File: src/rtl/pacings_monitor_pkg.sv
// Shared types and constants for the pacings monitor.
// Stream indices map result_0..result_11 onto streams a..l.
package pacings_monitor_pkg;

  localparam int DATA_W      = 32;
  localparam int PERIOD_FAST = 10000;
  localparam int PERIOD_SLOW = 20000;
  localparam int NUM_STREAMS = 12;

  typedef logic signed [DATA_W-1:0] value_t;

  typedef struct packed {
    value_t val;
    logic   vld;
  } sample_t;

  localparam int IDX_A = 0;
  localparam int IDX_B = 1;
  localparam int IDX_C = 2;
  localparam int IDX_D = 3;
  localparam int IDX_E = 4;
  localparam int IDX_F = 5;
  localparam int IDX_G = 6;
  localparam int IDX_H = 7;
  localparam int IDX_I = 8;
  localparam int IDX_J = 9;
  localparam int IDX_K = 10;
  localparam int IDX_L = 11;

endpackage

File: src/rtl/pacings_monitor_if.sv
// Monitor stimulus/result bundle: master drives samples and enable, slave returns results.
interface pacings_monitor_if;
  import pacings_monitor_pkg::*;

  logic   en;
  value_t x1, x2, x3;
  logic   hasX1, hasX2, hasX3;
  value_t result_0, result_1, result_2, result_3, result_4, result_5;
  value_t result_6, result_7, result_8, result_9, result_10, result_11;

  modport master (
    output en, x1, x2, x3, hasX1, hasX2, hasX3,
    input  result_0, result_1, result_2, result_3, result_4, result_5,
           result_6, result_7, result_8, result_9, result_10, result_11
  );

  modport slave (
    input  en, x1, x2, x3, hasX1, hasX2, hasX3,
    output result_0, result_1, result_2, result_3, result_4, result_5,
           result_6, result_7, result_8, result_9, result_10, result_11
  );

endinterface

File: src/rtl/pacing_timer.sv
// Free-running en-cycle counter 0..PERIOD-1; tick is high during the terminal cycle.
module pacing_timer #(
  parameter int PERIOD = 10000
) (
  input  logic clk,
  input  logic rst,
  input  logic en,
  output logic tick
);

  localparam int CW = (PERIOD > 1) ? $clog2(PERIOD) : 1;
  localparam logic [CW-1:0] LAST = CW'(PERIOD - 1);

  logic [CW-1:0] cnt;

  always_ff @(posedge clk) begin
    if (rst) begin
      cnt <= '0;
    end else if (en) begin
      cnt <= (cnt == LAST) ? '0 : cnt + 1'b1;
    end
  end

  assign tick = en && (cnt == LAST);

endmodule

File: src/rtl/pacings_monitor.sv
// Runtime monitor: nine event-paced and three periodic streams over three input samples.
// Two-stage pipeline (capture, align) feeds the result registers; en stalls every stage.
module pacings_monitor
  import pacings_monitor_pkg::*;
(
  input logic clk,
  input logic rst,
  pacings_monitor_if.slave bus
);

  logic          tick_f, tick_s;
  sample_t [2:0] s1, s2;
  logic          s1_tf, s1_ts, s2_tf, s2_ts;
  value_t        hold [3];
  value_t        held [3];
  value_t        res  [NUM_STREAMS];

  pacing_timer #(.PERIOD(PERIOD_FAST)) u_tf (.clk(clk), .rst(rst), .en(bus.en), .tick(tick_f));
  pacing_timer #(.PERIOD(PERIOD_SLOW)) u_ts (.clk(clk), .rst(rst), .en(bus.en), .tick(tick_s));

  // A fresh sample overrides the held copy in the cycle it is evaluated.
  always_comb begin
    for (int n = 0; n < 3; n++) begin
      held[n] = s2[n].vld ? s2[n].val : hold[n];
    end
  end

  always_ff @(posedge clk) begin
    if (rst) begin
      s1    <= '0;
      s2    <= '0;
      s1_tf <= 1'b0;
      s1_ts <= 1'b0;
      s2_tf <= 1'b0;
      s2_ts <= 1'b0;
      for (int n = 0; n < 3; n++) hold[n] <= '0;
      for (int n = 0; n < NUM_STREAMS; n++) res[n] <= '0;
    end else if (bus.en) begin
      s1[0] <= '{val: bus.x1, vld: bus.hasX1};
      s1[1] <= '{val: bus.x2, vld: bus.hasX2};
      s1[2] <= '{val: bus.x3, vld: bus.hasX3};
      s1_tf <= tick_f;
      s1_ts <= tick_s;
      s2    <= s1;
      s2_tf <= s1_tf;
      s2_ts <= s1_ts;

      for (int n = 0; n < 3; n++) begin
        if (s2[n].vld) hold[n] <= s2[n].val;
      end

      if (s2[0].vld) res[IDX_A] <= s2[0].val;
      if (s2[1].vld) res[IDX_B] <= s2[1].val;
      if (s2[2].vld) res[IDX_C] <= s2[2].val;
      if (s2[0].vld && s2[1].vld) res[IDX_D] <= s2[0].val + s2[1].val;
      if (s2[0].vld && s2[2].vld) res[IDX_E] <= s2[0].val + s2[2].val;
      if (s2[1].vld && s2[2].vld) res[IDX_F] <= s2[1].val + s2[2].val;
      if (s2[0].vld && s2[1].vld && s2[2].vld)
        res[IDX_G] <= s2[0].val + s2[1].val + s2[2].val;
      if (s2[0].vld || s2[1].vld) res[IDX_H] <= held[0] + held[1];
      if (s2[0].vld || s2[1].vld || s2[2].vld) res[IDX_I] <= res[IDX_I] + value_t'(1);

      if (s2_tf) begin
        res[IDX_J] <= res[IDX_J] + value_t'(1);
        res[IDX_K] <= held[0];
      end
      if (s2_ts) res[IDX_L] <= held[1] + held[2];
    end
  end

  assign bus.result_0  = res[IDX_A];
  assign bus.result_1  = res[IDX_B];
  assign bus.result_2  = res[IDX_C];
  assign bus.result_3  = res[IDX_D];
  assign bus.result_4  = res[IDX_E];
  assign bus.result_5  = res[IDX_F];
  assign bus.result_6  = res[IDX_G];
  assign bus.result_7  = res[IDX_H];
  assign bus.result_8  = res[IDX_I];
  assign bus.result_9  = res[IDX_J];
  assign bus.result_10 = res[IDX_K];
  assign bus.result_11 = res[IDX_L];

endmodule

File: src/flat_wrapper.sv
// flat-port wrapper written by rule: the top's interface ports become plain ports
module pacings_monitor_flat import pacings_monitor_pkg::*;
  (clk, rst, bus_en, bus_x1, bus_x2, bus_x3, bus_hasX1, bus_hasX2, bus_hasX3, bus_result_0, bus_result_1, bus_result_2, bus_result_3, bus_result_4, bus_result_5, bus_result_6, bus_result_7, bus_result_8, bus_result_9, bus_result_10, bus_result_11);
  pacings_monitor_if bus_i ();
  input logic clk;
  input logic rst;
  input wire logic [$bits(bus_i.en)-1:0] bus_en;
  input wire logic [$bits(bus_i.x1)-1:0] bus_x1;
  input wire logic [$bits(bus_i.x2)-1:0] bus_x2;
  input wire logic [$bits(bus_i.x3)-1:0] bus_x3;
  input wire logic [$bits(bus_i.hasX1)-1:0] bus_hasX1;
  input wire logic [$bits(bus_i.hasX2)-1:0] bus_hasX2;
  input wire logic [$bits(bus_i.hasX3)-1:0] bus_hasX3;
  output wire logic [$bits(bus_i.result_0)-1:0] bus_result_0;
  output wire logic [$bits(bus_i.result_1)-1:0] bus_result_1;
  output wire logic [$bits(bus_i.result_2)-1:0] bus_result_2;
  output wire logic [$bits(bus_i.result_3)-1:0] bus_result_3;
  output wire logic [$bits(bus_i.result_4)-1:0] bus_result_4;
  output wire logic [$bits(bus_i.result_5)-1:0] bus_result_5;
  output wire logic [$bits(bus_i.result_6)-1:0] bus_result_6;
  output wire logic [$bits(bus_i.result_7)-1:0] bus_result_7;
  output wire logic [$bits(bus_i.result_8)-1:0] bus_result_8;
  output wire logic [$bits(bus_i.result_9)-1:0] bus_result_9;
  output wire logic [$bits(bus_i.result_10)-1:0] bus_result_10;
  output wire logic [$bits(bus_i.result_11)-1:0] bus_result_11;
  assign bus_i.en = bus_en;
  assign bus_i.x1 = bus_x1;
  assign bus_i.x2 = bus_x2;
  assign bus_i.x3 = bus_x3;
  assign bus_i.hasX1 = bus_hasX1;
  assign bus_i.hasX2 = bus_hasX2;
  assign bus_i.hasX3 = bus_hasX3;
  assign bus_result_0 = bus_i.result_0;
  assign bus_result_1 = bus_i.result_1;
  assign bus_result_2 = bus_i.result_2;
  assign bus_result_3 = bus_i.result_3;
  assign bus_result_4 = bus_i.result_4;
  assign bus_result_5 = bus_i.result_5;
  assign bus_result_6 = bus_i.result_6;
  assign bus_result_7 = bus_i.result_7;
  assign bus_result_8 = bus_i.result_8;
  assign bus_result_9 = bus_i.result_9;
  assign bus_result_10 = bus_i.result_10;
  assign bus_result_11 = bus_i.result_11;
  pacings_monitor u_core (.clk(clk), .rst(rst), .bus(bus_i));
endmodule
File: config.mk
export PLATFORM = sky130hd
export DESIGN_NAME = pacings_monitor_flat
export DESIGN_NICKNAME = d
export VERILOG_FILES = /design/src/rtl/pacings_monitor_pkg.sv /design/src/rtl/pacings_monitor_if.sv /design/src/rtl/pacing_timer.sv /design/src/rtl/pacings_monitor.sv /design/src/flat_wrapper.sv
export SDC_FILE = /design/constraint.sdc
export NUM_CORES = 1
export LEC_CHECK = 0
export CORE_UTILIZATION = 40
export CTS_BUF_LIST = sky130_fd_sc_hd__clkbuf_16
export CTS_CLUSTER_SIZE = 40
export DETAILED_ROUTE_END_ITERATION = 12
export PLACE_DENSITY = 0.68
export REMOVE_ABC_BUFFERS = 1
export SLEW_MARGIN = 10
export SYNTH_ARGS = -nofsm -noshare
export SYNTH_HDL_FRONTEND = slang
export SYNTH_SLANG_ARGS = --single-unit
File: constraint.sdc
create_clock -name clk -period 6.8 [get_ports clk]
set_input_delay 1.02 -clock clk [delete_from_list [all_inputs] [get_ports clk]]
set_output_delay 1.02 -clock clk [all_outputs]
set_load 0.01 [all_outputs]
Yosys cells after proc, flatten, opt, wreduce, memory -nomap -nowiden:

Memory sizes are Yosys's and may differ from the RTL's.
Index checks and enable logic that the tools add are counted.

* $add $sub $neg: 10
* eq/ne operators: 2
* mux-type cells: 66
* bitwise logic cells: 15
* reductions and logical operators: 8

Operators with widths (number)
* $mux W32: 18
* $add A32 B32 Y32: 6
* $add A32 B2 Y32 const B: 2
* $mux W1: 46
* $add A15 B1 Y15 const B: 1
* $eq A15 B15 Y1 const B: 1
* $mux W15: 1
* $or A1 B1 Y1: 15
* $add A14 B1 Y14 const B: 1
* $eq A14 B14 Y1 const B: 1
* $mux W14: 1
* $logic_and A1 B1 Y1: 6
* $logic_or A1 B1 Y1: 2

* flip-flop bits (word level): 231
* RAM bits: 480
* input bits: 102
* output and inout port bits: 384
* word-level logic and storage cells: 121
* memories kept: 2

Memory list
* u_core.res: words 12, width 32, rd ports 12, clocked after memory_dff 0, wr ports 12, line pacings_monitor.sv:16 `value_t res [NUM_STREAMS];`
* u_core.hold: words 3, width 32, rd ports 3, clocked after memory_dff 0, wr ports 3, line pacings_monitor.sv:14 `value_t hold [3];`

Depth between registers and ports, before layout:

Gate-level depths: netlist of run 1.

* depth in word-level cells: 7
* depth in mapped cells: 22
* mapped depth without buffers: 22

Cells and area by module:

From an unflattened synthesis of run 1, not the netlist that was laid out.

* cells, all modules: 3442
* area total of the unflattened synthesis: 37383.4 sq um

By module, submodules not included
* pacings_monitor: times used 1, cells an instance 3286, area each 35998.3 sq um, sequential area each 18457.7 sq um
* pacing_timer at u_core.u_ts: times used 1, cells an instance 79, area each 714.4 sq um, sequential area each 300.3 sq um
* pacing_timer at u_core.u_tf: times used 1, cells an instance 77, area each 670.6 sq um, sequential area each 280.3 sq um

Least setup slack after synthesis of run 1:

No wires, ideal clock.

* kind: reg2reg
* from: register u_core.s2[1] (netlist name)
* to: memory u_core.res[0][223] (netlist name), data pin
* library setup time: 139 ps
* arrival: 4436 ps
* data required time: 6661 ps
* setup slack: 2224 ps
* stages on the path, launching flop included: 22
* path buffers: 1
* clock period less this slack: 4576 ps
* path through: dfxtp_1 > ha_1 > fa_1 > a21o_1 > a21oi_1 > o21bai_1 > a21bo_2 > nand2_1 > o21ai_0 > a21o_1 > a21oi_1 > xnor2_1 > ha_1 > clkbuf_1 > nand4_1 > or4_1 > o211ai_1 > o221a_2 > nor2_1 > o31ai_1 > xnor3_1 > nor2_1

RTL lines
* from (decl): line pacings_monitor.sv:12 `sample_t [2:0] s1, s2;`
* from (signal assigned): line pacings_monitor.sv:31 `s2 <= '0;`
* from (signal assigned): line pacings_monitor.sv:44 `s2 <= s1;`
* to (decl): line pacings_monitor.sv:16

==> results of run 1 <==
-- sequential cells by signal (all words and copies together), names as in the netlist --
signal and flops:
u_core.hold 96, u_core.res 384, u_core.s1 99, u_core.s1_tf 1, u_core.s1_ts 1, u_core.s2 99
u_core.s2_tf 1, u_core.s2_ts 1, u_core.u_tf.cnt 14, u_core.u_ts.cnt 15
-- critical path, stage by stage, from the launching register on --
cell	delay (ns)
dfxtp_1	0.47
ha_1	0.30
a211oi_1	0.39
o211ai_2	0.22
a21oi_1	0.22
nand2b_1	0.08
a21oi_1	0.23
o21ai_0	0.19
a21o_1	0.22
a21oi_1	0.19
xnor2_1	0.20
ha_1	0.37
a21o_1	0.19
a21oi_1	0.26
nor2_1	0.09
o31ai_1	0.25
o211ai_1	0.23
o221a_2	0.32
nor2_1	0.09
o31ai_1	0.07
xnor3_1	0.36
nor2_1	0.04
-- layout make-up --
| cell class | instances | share of cell area |
|---|---|---|
| sequential | 711 | 0.4185 |
| multi-input combinational | 2460 | 0.3742 |
| timing repair buffer | 514 | 0.1117 |
| clock buffer | 83 | 0.04565 |
| tap | 1176 | 0.03234 |
| clock inverter | 66 | 0.01229 |
| inverter | 63 | 0.005197 |
| antenna | 2 | 0.0001100 |
-- layer usage --
layer  track usage  vias to the layer above
met4       0.06930                        0
li1              -                    13010
met3       0.05914                      140
met2        0.3812                      930
met1        0.3337                    13380
met5             0                        -
-- where the power goes --
group	internal, mW	total (mW)	switching (mW)
clock network	2.50	4.37	1.87
logic	0.537	1.20	0.660
registers	4.81	4.96	0.157
total	7.84	10.5	2.69
-- path summary, 6_finish.rpt --
| check | cells past startpoint | start | to | slack (ns) |
|---|---|---|---|---|
| max | 21 | u_core.s2[35] | u_core.res[0][223] | 1.55 |
| min | 2 | u_core.s1_tf | u_core.s1_tf | 0.48 |
| max reg2reg | 21 | u_core.s2[35] | u_core.res[0][223] | 1.55 |
| min reg2reg | 2 | u_core.s1_tf | u_core.s1_tf | 0.48 |
-- kinds of logic (layout without fill, tap and decap cells) --
family | Yosys count | after routing | share of synthesized area
AND/OR/NAND/NOR | 1180 | 1180 | 0.1549
flip-flops | 711 | 711 | 0.5179
AO/OA/AOI/OAI | 555 | 555 | 0.09905
multiplexers | 301 | 301 | 0.08506
XOR/XNOR | 227 | 227 | 0.05446
buffers and inverters | 198 | 726 | 0.02029
adder cells (fa/ha/maj) | 197 | 197 | 0.06828
other | 0 | 2 | 0
-- synthesized netlist by cell type, types with 5 or more instances --
cell	number	area, µm²
nand4_1	31	193.9
a211oi_1	12	90.09
o21a_1	22	165.2
a21oi_1	169	845.8
o31a_1	7	61.31
mux2_2	91	1025
ha_1	191	2390
clkbuf_1	102	382.9
inv_1	63	236.5
edfxtp_1	480	14410
xnor2_1	103	902.1
mux2i_1	210	2102
nor2b_1	153	957.2
and3_1	71	444.2
nand2_1	130	488.0
a21o_1	111	833.3
nand3_1	60	300.3
nor3b_1	6	45.04
o21bai_1	29	217.7
o31ai_1	7	52.55
fa_1	6	120.1
or3_1	17	106.4
nor4_1	5	31.28
nand2b_1	29	181.4
a21boi_0	8	60.06
xor2_1	123	1077
a31oi_1	22	137.6
and2_1	106	663.1
buf_1	31	116.4
nor3_1	44	220.2
o21ai_0	96	480.5
and4_1	5	43.79
dfxtp_1	231	4624
nor2_1	510	1914
o211ai_1	11	82.58
-- stage by stage --
| stage | power, mW | util | hold WS, ns | instance area, µm² | worst slack [ns] |
|---|---|---|---|---|---|
| 6_report | 10.53 | 0.5024 | 0.4755 | 45500 | 1.551 |
| 5_1_grt | 10.88 | 0.5024 | 0.5007 | 45500 | 1.245 |
| 4_1_cts | 10.60 | 0.5024 | 0.4773 | 45490 | 1.656 |
| 3_5_place_dp | 6.242 | 0.4733 | 0.4654 | 42860 | 1.685 |
| 3_3_place_gp | 6.230 | 0.4733 | 0.4644 | 42860 | 1.751 |
| 2_1_floorplan | 5.624 | - | 0.4431 | 36250 | 0.8474 |
==> impl_results.html, run 1 <==
<table>
<tr><th>Metric</th><th>Value</th></tr>
<tr><th colspan="2">Power</th></tr>
<tr><td>Total power density per cell area</td><td>231.4 nW/µm²</td></tr>
<tr><td>Static leakage</td><td>18.48 nW</td></tr>
<tr><td>IR drop worst, VDD</td><td>between 0.15 and 0.2 mV</td></tr>
<tr><th colspan="2">STA</th></tr>
<tr><td>Final number of max-transition violations</td><td>0</td></tr>
<tr><td>Headroom to the max-slew limit</td><td>0.2213</td></tr>
<tr><td>Highest Clock Rate</td><td>190.5 MHz</td></tr>
<tr><td>Time the final worst path needs with I/O delays and setup</td><td>5.249 ns</td></tr>
<tr><td>Setup Total Neg Slack</td><td>0 ns</td></tr>
<tr><td>Finish-stage setup viols</td><td>0</td></tr>
<tr><td>Period Utilization, post-route</td><td>0.7720</td></tr>
<tr><td>Worst clock skew</td><td>slightly above 0.03 ns</td></tr>
<tr><td>RSZ-0062 raised after global routing</td><td>no</td></tr>
<tr><td>Worst slew pin tran</td><td>roughly 1.2 ns</td></tr>
<tr><td>Final hold violation count</td><td>0</td></tr>
<tr><th colspan="2">Yosys</th></tr>
<tr><td>Number of register bits inferred by synthesis</td><td>a little over 700</td></tr>
<tr><td>Count of cell types in the netlist</td><td>80</td></tr>
<tr><td>Number of synthesized flops with an enable pin</td><td>480</td></tr>
<tr><td>Part of the Yosys area used for sequential elements</td><td>0.5179</td></tr>
<tr><td>Async S/R FF share, synth</td><td>0</td></tr>
<tr><td>Cell Area, Synth</td><td>36,760 µm²</td></tr>
<tr><td>Predominant post-synthesis flop cell</td><td>edfxtp_1</td></tr>
<tr><td>Mean area per synthesized cell</td><td>10.91 µm²</td></tr>
<tr><td>Number of instances in the synthesized netlist</td><td>between 3,000 and 4,000</td></tr>
<tr><td>Total number of yosys warnings</td><td>0</td></tr>
<tr><th colspan="2">Place</th></tr>
<tr><td>Final RePlAce weighted congestion</td><td>between 0.8 and 0.9</td></tr>
<tr><td>Detailed-placement wirelength estimate</td><td>slightly below 90,000 µm</td></tr>
<tr><td>Buffers added on ports</td><td>485</td></tr>
<tr><td># placed instances</td><td>between 4,000 and 5,000</td></tr>
<tr><th colspan="2">Die</th></tr>
<tr><td>Die area</td><td>about 93,000 µm²</td></tr>
<tr><td>I/O pin count</td><td>486</td></tr>
<tr><td>Width of the die</td><td>between 300 and 400 µm</td></tr>
<tr><td>Standard cell core area</td><td>between 90,000 and 100,000 µm²</td></tr>
<tr><td>Starting density of the core</td><td>0.4059</td></tr>
<tr><td>Vertical die dimension</td><td>305.1 µm</td></tr>
<tr><td>Placement Rows</td><td>110</td></tr>
<tr><th colspan="2">Finish</th></tr>
<tr><td>Leading cell type in the layout, fill and taps excluded</td><td>nor2_1</td></tr>
<tr><td>Number of non-filler instances in the completed layout</td><td>roughly 5,000</td></tr>
<tr><td>Sequential cell area</td><td>19,040 µm²</td></tr>
<tr><td>Filler cell count</td><td>roughly 8,100</td></tr>
<tr><td>Multi-input combinational cell area</td><td>17,030 µm²</td></tr>
<tr><td>Commonest non-fill, non-tap cells in the layout</td><td>504 x nor2_1, 483 x clkdlybuf4s50_1, 480 x edfxtp_1, 228 x dfxtp_1, 210 x mux2i_1</td></tr>
<tr><td>Synth-to-layout area growth</td><td>23.78%</td></tr>
<tr><td>Net count of the finished layout</td><td>approximately 4,100</td></tr>
<tr><td>Layout cell share with drive strength beyond 1</td><td>0.07236</td></tr>
<tr><th colspan="2">Clock tree</th></tr>
<tr><td>Clock Latency Late Sink</td><td>0.64 ns</td></tr>
<tr><td>Post-CTS Setup Bufs</td><td>0</td></tr>
<tr><td>CTS tree</td><td>built</td></tr>
<tr><td>Number of clock buffers inserted by TritonCTS</td><td>80</td></tr>
<tr><td>Count of cells resized by post-cts repair</td><td>0</td></tr>
<tr><td>Total number of H-tree levels</td><td>3</td></tr>
<tr><td>Count of hold-fix buffers inserted at cts</td><td>0</td></tr>
<tr><td>Clock root buffer</td><td>clkbuf_16</td></tr>
<tr><td>Clock Sink Count</td><td>between 700 and 800</td></tr>
<tr><td>Clock slew at reported path FFs</td><td>0.07 ns</td></tr>
<tr><td>Max clock buf depth</td><td>3</td></tr>
<tr><th colspan="2">Worst hold path</th></tr>
<tr><td>Class of the tightest hold or removal check</td><td>register to register</td></tr>
<tr><th colspan="2">GRT</th></tr>
<tr><td>Maximum number of pins on one net before global-route repair</td><td>83</td></tr>
<tr><td>Total track usage</td><td>0.2434</td></tr>
<tr><td>Antenna violations before repair</td><td>4</td></tr>
<tr><td>Vias in the first global route</td><td>around 27,000</td></tr>
<tr><td>Grt ovf</td><td>0</td></tr>
<tr><td>Wire length of the first global-routing pass</td><td>between 150,000 and 200,000 µm</td></tr>
<tr><th colspan="2">Detailed routing</th></tr>
<tr><td>WL per Instance</td><td>approximately 23 µm</td></tr>
<tr><td>Met3 wire len</td><td>about 10,000 µm</td></tr>
<tr><td>Antenna Violating Nets Remaining</td><td>0</td></tr>
<tr><td>Number of optimization iterations in the first detailed-route pass</td><td>5</td></tr>
<tr><td>Highest routed layer</td><td>met4</td></tr>
<tr><td>DRC violation count after routing</td><td>0</td></tr>
<tr><td>Wire length the detailed router placed on met1</td><td>51,270 µm</td></tr>
<tr><td>Met2 WL post-DR</td><td>between 50,000 and 60,000 µm</td></tr>
<tr><td>Detailed Route WL</td><td>~120,000 µm</td></tr>
<tr><td>Post-detailed-route via-to-cell ratio</td><td>between 5 and 6</td></tr>
<tr><td>Via count</td><td>about 27,000</td></tr>
<tr><td>DRC violation total after the first TritonRoute iteration</td><td>2,327</td></tr>
<tr><th colspan="2">Worst setup path</th></tr>
<tr><td>Startpoint type of the worst setup path</td><td>register</td></tr>
<tr><td>Crit. End Element</td><td>register</td></tr>
<tr><td>Arrival time reported for the critical path endpoint</td><td>about 5.6 ns</td></tr>
<tr><td>Worst-path maximum fanout</td><td>7</td></tr>
<tr><td>Type of the worst setup path</td><td>register to register</td></tr>
<tr><td>Worst EP required</td><td>approximately 7.2 ns</td></tr>
<tr><th colspan="2">Flow run</th></tr>
<tr><td>Maxcap violations</td><td>0</td></tr>
<tr><th colspan="2">Status</th></tr>
<tr><td>Result of the run</td><td>finished, final reports clean</td></tr>
</table>
(Power assumes the default switching activity.)
==> inputs of run 2 (changes only) <==
==> constraint.sdc (replaced) <==
create_clock -name clk -period 5.4 [get_ports clk]
set_input_delay 0.81 -clock clk [delete_from_list [all_inputs] [get_ports clk]]
set_output_delay 0.81 -clock clk [all_outputs]
set_load 0.01 [all_outputs]
==> impl_results.html, run 2 (synthesis gave the netlist of run 1 again) <==
<table>
<tr><th>Metric</th><th>Value</th></tr>
<tr><th colspan="2">Place</th></tr>
<tr><td>Worst setup slack before clock tree synthesis</td><td>~0.2 ns</td></tr>
<tr><td>Detailed-placement wirelength estimate</td><td>a little under 90,000 µm</td></tr>
<tr><td>Final RePlAce weighted congestion</td><td>just over 0.9</td></tr>
<tr><td>Buffers added on ports</td><td>just under 500</td></tr>
<tr><th colspan="2">Detailed routing</th></tr>
<tr><td>Via count</td><td>27,450</td></tr>
<tr><td>Met3 wire len</td><td>10,350 µm</td></tr>
<tr><td>Highest routed layer</td><td>met5</td></tr>
<tr><td>Met2 WL post-DR</td><td>between 50,000 and 60,000 µm</td></tr>
<tr><td>Antenna Violating Nets Remaining</td><td>0</td></tr>
<tr><td>WL per Instance</td><td>roughly 23 µm</td></tr>
<tr><td>DRC violation count after routing</td><td>0</td></tr>
<tr><td>Post-detailed-route via-to-cell ratio</td><td>5.383</td></tr>
<tr><td>Detailed Route WL</td><td>117,300 µm</td></tr>
<tr><td>Wire length the detailed router placed on met1</td><td>51,550 µm</td></tr>
<tr><td>Number of optimization iterations in the first detailed-route pass</td><td>5</td></tr>
<tr><td>DRC violation total after the first TritonRoute iteration</td><td>2,101</td></tr>
<tr><th colspan="2">GRT</th></tr>
<tr><td>Total track usage</td><td>0.2466</td></tr>
<tr><td>Grt ovf</td><td>0</td></tr>
<tr><td>Vias in the first global route</td><td>26,870</td></tr>
<tr><td>Wire length of the first global-routing pass</td><td>between 150,000 and 200,000 µm</td></tr>
<tr><td>Maximum number of pins on one net before global-route repair</td><td>70</td></tr>
<tr><td>Antenna violations before repair</td><td>5</td></tr>
<tr><th colspan="2">Worst setup path</th></tr>
<tr><td>CP max stage cell</td><td>or4_1</td></tr>
<tr><td>Type of the worst setup path</td><td>register to register</td></tr>
<tr><td>Largest stage delay, worst path</td><td>slightly below 0.5 ns</td></tr>
<tr><td>Launch point of the critical path</td><td>u_core.s2[1]</td></tr>
<tr><td>CP delay by family, top</td><td>compound AO/OA/AOI/OAI gates</td></tr>
<tr><td>Worst EP required</td><td>5.89 ns</td></tr>
<tr><td>Cell chain of the critical path</td><td>ha_1, fa_1, a21o_1, a21oi_1, o21bai_1, a21bo_2, a22oi_1, nand2b_1, xor2_1, ha_1, nand3_1, or4_1, o211ai_1, o221a_2, nor2_1, o31ai_1, xnor3_1, nor2_1</td></tr>
<tr><td>Arrival time reported for the critical path endpoint</td><td>around 5.7 ns</td></tr>
<tr><td>Buffers &amp; Inverters on Critical Path</td><td>0</td></tr>
<tr><td>Crit. End Element</td><td>register</td></tr>
<tr><td>Startpoint type of the worst setup path</td><td>register</td></tr>
<tr><td>R2R Path Start</td><td>u_core.s2[1]</td></tr>
<tr><td>Worst-path maximum fanout</td><td>4</td></tr>
<tr><th colspan="2">Finish</th></tr>
<tr><td>Commonest non-fill, non-tap cells in the layout</td><td>504 x nor2_1, 483 x clkdlybuf4s50_1, 480 x edfxtp_1, 227 x dfxtp_1, 210 x mux2i_1</td></tr>
<tr><td>Multi-input combinational cell area</td><td>about 17,000 µm²</td></tr>
<tr><td>Synth-to-layout area growth</td><td>24.18%</td></tr>
<tr><td>Top Registers</td><td>u_core.res: 384 flops, u_core.s1: 99 flops, u_core.s2: 99 flops</td></tr>
<tr><td>Layout cell share with drive strength beyond 1</td><td>0.07698</td></tr>
<tr><td>Net count of the finished layout</td><td>just over 4,000</td></tr>
<tr><td>Top reg by flops</td><td>u_core.res</td></tr>
<tr><td>Filler cell count</td><td>8,104</td></tr>
<tr><td>Sequential cell area</td><td>roughly 19,000 µm²</td></tr>
<tr><td>Max FFs per register</td><td>around 380</td></tr>
<tr><td>Ant diodes</td><td>0</td></tr>
<tr><td>Leading cell type in the layout, fill and taps excluded</td><td>nor2_1</td></tr>
<tr><th colspan="2">Clock tree</th></tr>
<tr><td>Count of hold-fix buffers inserted at cts</td><td>0</td></tr>
<tr><td>Total number of H-tree levels</td><td>3</td></tr>
<tr><td>Number of clock buffers inserted by TritonCTS</td><td>80</td></tr>
<tr><td>Max clock buf depth</td><td>3</td></tr>
<tr><td>Clock Latency Late Sink</td><td>0.65 ns</td></tr>
<tr><td>Clock slew at reported path FFs</td><td>about 0.060 ns</td></tr>
<tr><td>Clock root buffer</td><td>clkbuf_16</td></tr>
<tr><td>Clock Sink Count</td><td>711</td></tr>
<tr><td>CTS tree</td><td>built</td></tr>
<tr><th colspan="2">Worst hold path</th></tr>
<tr><td>Hold path startpoint</td><td>u_core.s1_ts</td></tr>
<tr><td>Class of the tightest hold or removal check</td><td>register to register</td></tr>
<tr><th colspan="2">STA</th></tr>
<tr><td>Headroom to the max-slew limit</td><td>0.1894</td></tr>
<tr><td>RSZ-0062 raised after global routing</td><td>no</td></tr>
<tr><td>Final hold violation count</td><td>0</td></tr>
<tr><td>Time the final worst path needs with I/O delays and setup</td><td>just over 5 ns</td></tr>
<tr><td>Worst clock skew</td><td>roughly 0.033 ns</td></tr>
<tr><td>Post-route setup slack</td><td>roughly 0.22 ns</td></tr>
<tr><td>Highest Clock Rate</td><td>about 190 MHz</td></tr>
<tr><td>Worst slew pin tran</td><td>about 1.2 ns</td></tr>
<tr><td>Final number of max-transition violations</td><td>0</td></tr>
<tr><td>Finish-stage setup viols</td><td>0</td></tr>
<tr><td>Period Utilization, post-route</td><td>0.9584</td></tr>
<tr><th colspan="2">Power</th></tr>
<tr><td>Static leakage</td><td>around 19 nW</td></tr>
<tr><td>Design Power</td><td>13.16 mW</td></tr>
<tr><td>Total power density per cell area</td><td>about 290 nW/µm²</td></tr>
<tr><td>IR drop worst, VDD</td><td>~0.26 mV</td></tr>
<tr><th colspan="2">Die</th></tr>
<tr><td>Die area</td><td>93,110 µm²</td></tr>
<tr><td>Starting density of the core</td><td>0.4059</td></tr>
<tr><td>Width of the die</td><td>just over 300 µm</td></tr>
<tr><td>I/O pin count</td><td>486</td></tr>
<tr><td>Vertical die dimension</td><td>305.1 µm</td></tr>
<tr><td>Standard cell core area</td><td>between 90,000 and 100,000 µm²</td></tr>
<tr><td>Placement Rows</td><td>between 100 and 150</td></tr>
<tr><th colspan="2">Status</th></tr>
<tr><td>Result of the run</td><td>finished, final reports clean</td></tr>
<tr><th colspan="2">Flow run</th></tr>
<tr><td>Maxcap violations</td><td>0</td></tr>
</table>
run 2: path summary, 6_finish.rpt:
| path | slack (ns) | cells past startpoint | endpoint |
|---|---|---|---|
| worst max-delay path | 0.22 | 18 | u_core.res[0][223] |
| worst min-delay path | 0.47 | 2 | u_core.s1_ts |
| worst max register to register | 0.22 | 18 | u_core.res[0][223] |
| worst min register to register | 0.47 | 2 | u_core.s1_ts |
run 2: what timing repair did:
action,CTS,global route
hold endpoints to repair,0,0
resized for setup,0,3
setup endpoints to repair,0,1
setup buffers,0,2
run 2: worst reg2reg max path, stage by stage, from the launching register on:
cell	delay [ns]
dfxtp_1	0.31
ha_1	0.25
fa_1	0.42
a21o_1	0.20
a21oi_1	0.24
o21bai_1	0.13
a21bo_2	0.26
a22oi_1	0.35
nand2b_1	0.17
xor2_1	0.20
ha_1	0.37
nand3_1	0.16
or4_1	0.50
o211ai_1	0.35
o221a_2	0.29
nor2_1	0.04
o31ai_1	0.28
xnor3_1	0.45
nor2_1	0.10
run 2: stage by stage:
stage | hold WS [ns] | cell area, µm² | util | cells | TNS [ns]
6_report | 0.4714 | 45650 | 0.5040 | 5099 | 0
5_1_grt | 0.4901 | 45650 | 0.5040 | 5099 | 0
4_1_cts | 0.4730 | 45620 | 0.5038 | 5097 | 0
3_5_place_dp | 0.4631 | 43030 | 0.4752 | 4947 | 0
3_3_place_gp | 0.4603 | 43030 | 0.4752 | 4947 | 0
2_1_floorplan | 0.4431 | 36250 | - | 3234 | -30.65
run 2: layout make-up:
class                   instances  share of cell area
flip-flops and latches        711              0.4172
clock buffers                  81             0.04441
repair buffers                539              0.1155
multi-input cells            2460              0.3732
clock inverters                69             0.01236
inverters                      63            0.005181
well taps                    1176             0.03224
run 2: metal layers:
layer  up-vias  global-route usage
li1      13060                   -
met1     13320              0.3342
met2       906              0.3860
met3       157             0.06489
met4         4             0.07281
met5         -                   0
run 2: report_power, final:
group / switching, mW / internal, mW
clock network: 2.35 / 3.05
registers: 0.189 / 6.05
logic: 0.842 / 0.684
==> inputs of run 3 (changes only) <==
--- a/config.mk
+++ b/config.mk
@@ -5,11 +5,12 @@
 export SDC_FILE = /design/constraint.sdc
 export NUM_CORES = 1
 export LEC_CHECK = 0
-export CORE_UTILIZATION = 40
+export ABC_AREA = 0
+export CORE_UTILIZATION = 51
 export CTS_BUF_LIST = sky130_fd_sc_hd__clkbuf_16
 export CTS_CLUSTER_SIZE = 40
 export DETAILED_ROUTE_END_ITERATION = 12
-export PLACE_DENSITY = 0.68
+export PLACE_DENSITY = 0.85
 export REMOVE_ABC_BUFFERS = 1
 export SLEW_MARGIN = 10
 export SYNTH_ARGS = -nofsm -noshare
==> constraint.sdc (replaced) <==
create_clock -name clk -period 4.4 [get_ports clk]
set_input_delay 0.66 -clock clk [delete_from_list [all_inputs] [get_ports clk]]
set_output_delay 0.66 -clock clk [all_outputs]
set_load 0.01 [all_outputs]
==> impl_results.html, run 3 (synthesis gave the netlist of run 1 again) <==
<table>
<tr><th>Metric</th><th>Value</th></tr>
<tr><th colspan="2">Status</th></tr>
<tr><td>Result of the run</td><td>finished with violations</td></tr>
<tr><td>Violations in the final reports</td><td>negative setup slack</td></tr>
<tr><th colspan="2">Worst setup path</th></tr>
<tr><td>Arrival time reported for the critical path endpoint</td><td>~5.0 ns</td></tr>
<tr><td>R2R Path End</td><td>u_core.res[0][223]</td></tr>
<tr><td>Startpoint type of the worst setup path</td><td>register</td></tr>
<tr><td>Setup slack, reg-to-reg</td><td>-0.11 ns</td></tr>
<tr><td>Crit. End Element</td><td>register</td></tr>
<tr><td>Worst-path maximum fanout</td><td>3</td></tr>
<tr><td>Reg2Reg Depth</td><td>20</td></tr>
<tr><td>Type of the worst setup path</td><td>register to register</td></tr>
<tr><td>Worst EP required</td><td>a little under 5 ns</td></tr>
<tr><td>R2R Path Start</td><td>u_core.s2[1]</td></tr>
<tr><th colspan="2">Flow run</th></tr>
<tr><td>Maxcap violations</td><td>0</td></tr>
<tr><th colspan="2">Power</th></tr>
<tr><td>Proportion of power drawn by the clock network</td><td>0.429</td></tr>
<tr><td>IR drop worst, VDD</td><td>0.3598 mV</td></tr>
<tr><td>Fraction of power consumed by sequential logic</td><td>0.453</td></tr>
<tr><td>Static leakage</td><td>just under 20 nW</td></tr>
<tr><td>Combinational group share of total power</td><td>0.118</td></tr>
<tr><td>Internal power</td><td>between 10 and 15 mW</td></tr>
<tr><td>Total power density per cell area</td><td>359.7 nW/µm²</td></tr>
<tr><td>Switching power</td><td>4.086 mW</td></tr>
<tr><td>Fraction of power spent switching nets</td><td>0.2427</td></tr>
<tr><th colspan="2">Detailed routing</th></tr>
<tr><td>Post-detailed-route via-to-cell ratio</td><td>about 5.7</td></tr>
<tr><td>Via count</td><td>about 29,000</td></tr>
<tr><td>Detailed Route WL</td><td>~110,000 µm</td></tr>
<tr><td>Number of optimization iterations in the first detailed-route pass</td><td>7</td></tr>
<tr><td>DRC violation count after routing</td><td>0</td></tr>
<tr><td>DRC violation total after the first TritonRoute iteration</td><td>2,770</td></tr>
<tr><td>WL per Instance</td><td>between 20 and 25 µm</td></tr>
<tr><td>Antenna Violating Nets Remaining</td><td>0</td></tr>
<tr><th colspan="2">Worst hold path</th></tr>
<tr><td>Class of the tightest hold or removal check</td><td>input pin to register</td></tr>
<tr><td>Instance count along the most critical hold path</td><td>2</td></tr>
<tr><td>Hold-critical path endpoint</td><td>u_core.s2[64]</td></tr>
<tr><td>Hold path startpoint</td><td>rst</td></tr>
<tr><th colspan="2">Finish</th></tr>
<tr><td>Number of non-filler instances in the completed layout</td><td>4,993</td></tr>
<tr><td>Layout cell share with drive strength beyond 1</td><td>0.1181</td></tr>
<tr><td>Top reg by flops</td><td>u_core.res</td></tr>
<tr><td>Commonest non-fill, non-tap cells in the layout</td><td>502 x nor2_1, 483 x clkdlybuf4s50_1, 480 x edfxtp_1, 225 x dfxtp_1, 210 x mux2i_1</td></tr>
<tr><td>Max FFs per register</td><td>between 300 and 400</td></tr>
<tr><td>Net count of the finished layout</td><td>4,272</td></tr>
<tr><td>Post-route cell area</td><td>about 47,000 µm²</td></tr>
<tr><td>Synth-to-layout area growth</td><td>27.34%</td></tr>
<tr><td>Top Registers</td><td>u_core.res: 384 flops, u_core.s1: 99 flops, u_core.s2: 99 flops</td></tr>
<tr><td>Leading cell type in the layout, fill and taps excluded</td><td>nor2_1</td></tr>
<tr><th colspan="2">STA</th></tr>
<tr><td>Highest Clock Rate</td><td>roughly 220 MHz</td></tr>
<tr><td>Worst clock skew</td><td>roughly 0.030 ns</td></tr>
<tr><td>Period Utilization, post-route</td><td>1.025</td></tr>
<tr><td>Time the final worst path needs with I/O delays and setup</td><td>between 4 and 5 ns</td></tr>
<tr><td>Minimum hold slack</td><td>between 0.3 and 0.4 ns</td></tr>
<tr><td>Setup Total Neg Slack</td><td>-0.2180 ns</td></tr>
<tr><td>Finish-stage setup viols</td><td>2</td></tr>
<tr><td>Final hold violation count</td><td>0</td></tr>
<tr><td>Post-route setup slack</td><td>-0.1118 ns</td></tr>
<tr><td>Headroom to the max-slew limit</td><td>0.2189</td></tr>
<tr><td>Final number of max-transition violations</td><td>0</td></tr>
<tr><td>RSZ-0062 raised after global routing</td><td>yes</td></tr>
<tr><td>Worst slew pin tran</td><td>between 1 and 1.5 ns</td></tr>
<tr><th colspan="2">Clock tree</th></tr>
<tr><td>Count of hold-fix buffers inserted at cts</td><td>0</td></tr>
<tr><td>CTS tree</td><td>built</td></tr>
<tr><td>Max clock buf depth</td><td>3</td></tr>
<tr><td>Total number of H-tree levels</td><td>3</td></tr>
<tr><td>Clock root buffer</td><td>clkbuf_16</td></tr>
<tr><td>Clock Latency Late Sink</td><td>0.63 ns</td></tr>
<tr><td>Clock slew at reported path FFs</td><td>0.06 ns</td></tr>
<tr><td>Clock Sink Count</td><td>711</td></tr>
<tr><td>Number of clock buffers inserted by TritonCTS</td><td>78</td></tr>
<tr><th colspan="2">Die</th></tr>
<tr><td>Starting density of the core</td><td>0.5151</td></tr>
<tr><td>Width of the die</td><td>270.5 µm</td></tr>
<tr><td>I/O pin count</td><td>486</td></tr>
<tr><td>Vertical die dimension</td><td>around 270 µm</td></tr>
<tr><td>Standard cell core area</td><td>around 71,000 µm²</td></tr>
<tr><td>Placement Rows</td><td>98</td></tr>
<tr><td>Die area</td><td>73,150 µm²</td></tr>
<tr><th colspan="2">GRT</th></tr>
<tr><td>Grt ovf</td><td>0</td></tr>
<tr><td>Wire length of the first global-routing pass</td><td>about 170,000 µm</td></tr>
<tr><td>Antenna violations before repair</td><td>6</td></tr>
<tr><td>Total track usage</td><td>0.3047</td></tr>
<tr><td>Vias in the first global route</td><td>between 20,000 and 30,000</td></tr>
<tr><td>Maximum number of pins on one net before global-route repair</td><td>74</td></tr>
<tr><th colspan="2">Place</th></tr>
<tr><td>Buffers added on ports</td><td>around 490</td></tr>
<tr><td># placed instances</td><td>4,829</td></tr>
<tr><td>Final RePlAce weighted congestion</td><td>1.006</td></tr>
<tr><td>Placed cell areas</td><td>about 44,000 µm²</td></tr>
<tr><td>Detailed-placement wirelength estimate</td><td>around 84,000 µm</td></tr>
</table>
## run 3: layout make-up
class	count	area [µm²]
diodes	4	10.01
clock buffers	83	2077
clock inverters	63	755.7
fillers	5387	24550
inverters	63	236.5
multi-input cells	2460	17270
flip-flops and latches	711	19050
well taps	950	1189
repair buffers	659	6223
## run 3: timing repair
action | in CTS | in global routing
pin swaps | 4 | 56
resized for setup | 7 | 51
setup buffers | 1 | 13
endpoints found under the hold margin | 0 | 0
setup endpoints to repair | 7 | 13
## run 3: stage by stage
stage	power, mW	util	setup WS (ns)
2_1_floorplan	8.691	-	-1.396
3_3_place_gp	9.655	0.6109	-0.2263
3_5_place_dp	9.689	0.6109	-0.2804
4_1_cts	16.83	0.6510	-0.01661
5_1_grt	17.30	0.6559	-0.2881
6_report	16.84	0.6559	-0.1118
## run 3: worst max path at each step
stage | from | endpoint | slack (ns) | cells after the start
6_report | u_core.s2[1] | u_core.res[0][223] | -0.11 | 20
5_1_grt | u_core.s2[1] | u_core.res[0][219] | -0.29 | 23
4_1_cts | u_core.s2[1] | u_core.res[0][223] | -0.02 | 19
3_5_place_dp | u_core.s2[1] | u_core.res[0][223] | -0.28 | 19
3_3_place_gp | u_core.s2[1] | u_core.res[0][223] | -0.23 | 21
2_1_floorplan | u_core.s2[0] | u_core.res[0][269] | -1.40 | 4
## run 3: routing by layer
layer / part of all wire / GRT usage
met4: 0.041 / 0.1247
met1: 0.41 / 0.4120
met5: 0.00011 / 0
met2: 0.45 / 0.4756
met3: 0.093 / 0.06461
## run 3: power groups by stage
stage	clock network [mW]	logic [mW]	registers (mW)
floorplan	0	0.893	7.80
global placement	0	1.90	7.75
detailed placement	0	1.93	7.76
CTS	7.26	1.95	7.62
global route	7.53	2.12	7.65
finish	7.22	1.98	7.63
## run 3: worst max-delay path: stages (launching register included)
cell	delay (ns)
dfxtp_1	0.33
ha_4	0.17
fa_2	0.38
a21o_1	0.18
a21oi_2	0.17
o21bai_1	0.13
a21bo_2	0.27
a22oi_2	0.12
buf_4	0.16
buf_6	0.10
o21ai_2	0.05
xor2_1	0.17
ha_1	0.33
nand4_1	0.12
or4_1	0.52
o211ai_1	0.32
o221a_2	0.29
nor2_2	0.05
o31ai_2	0.19
xnor3_1	0.23
nor2_1	0.11
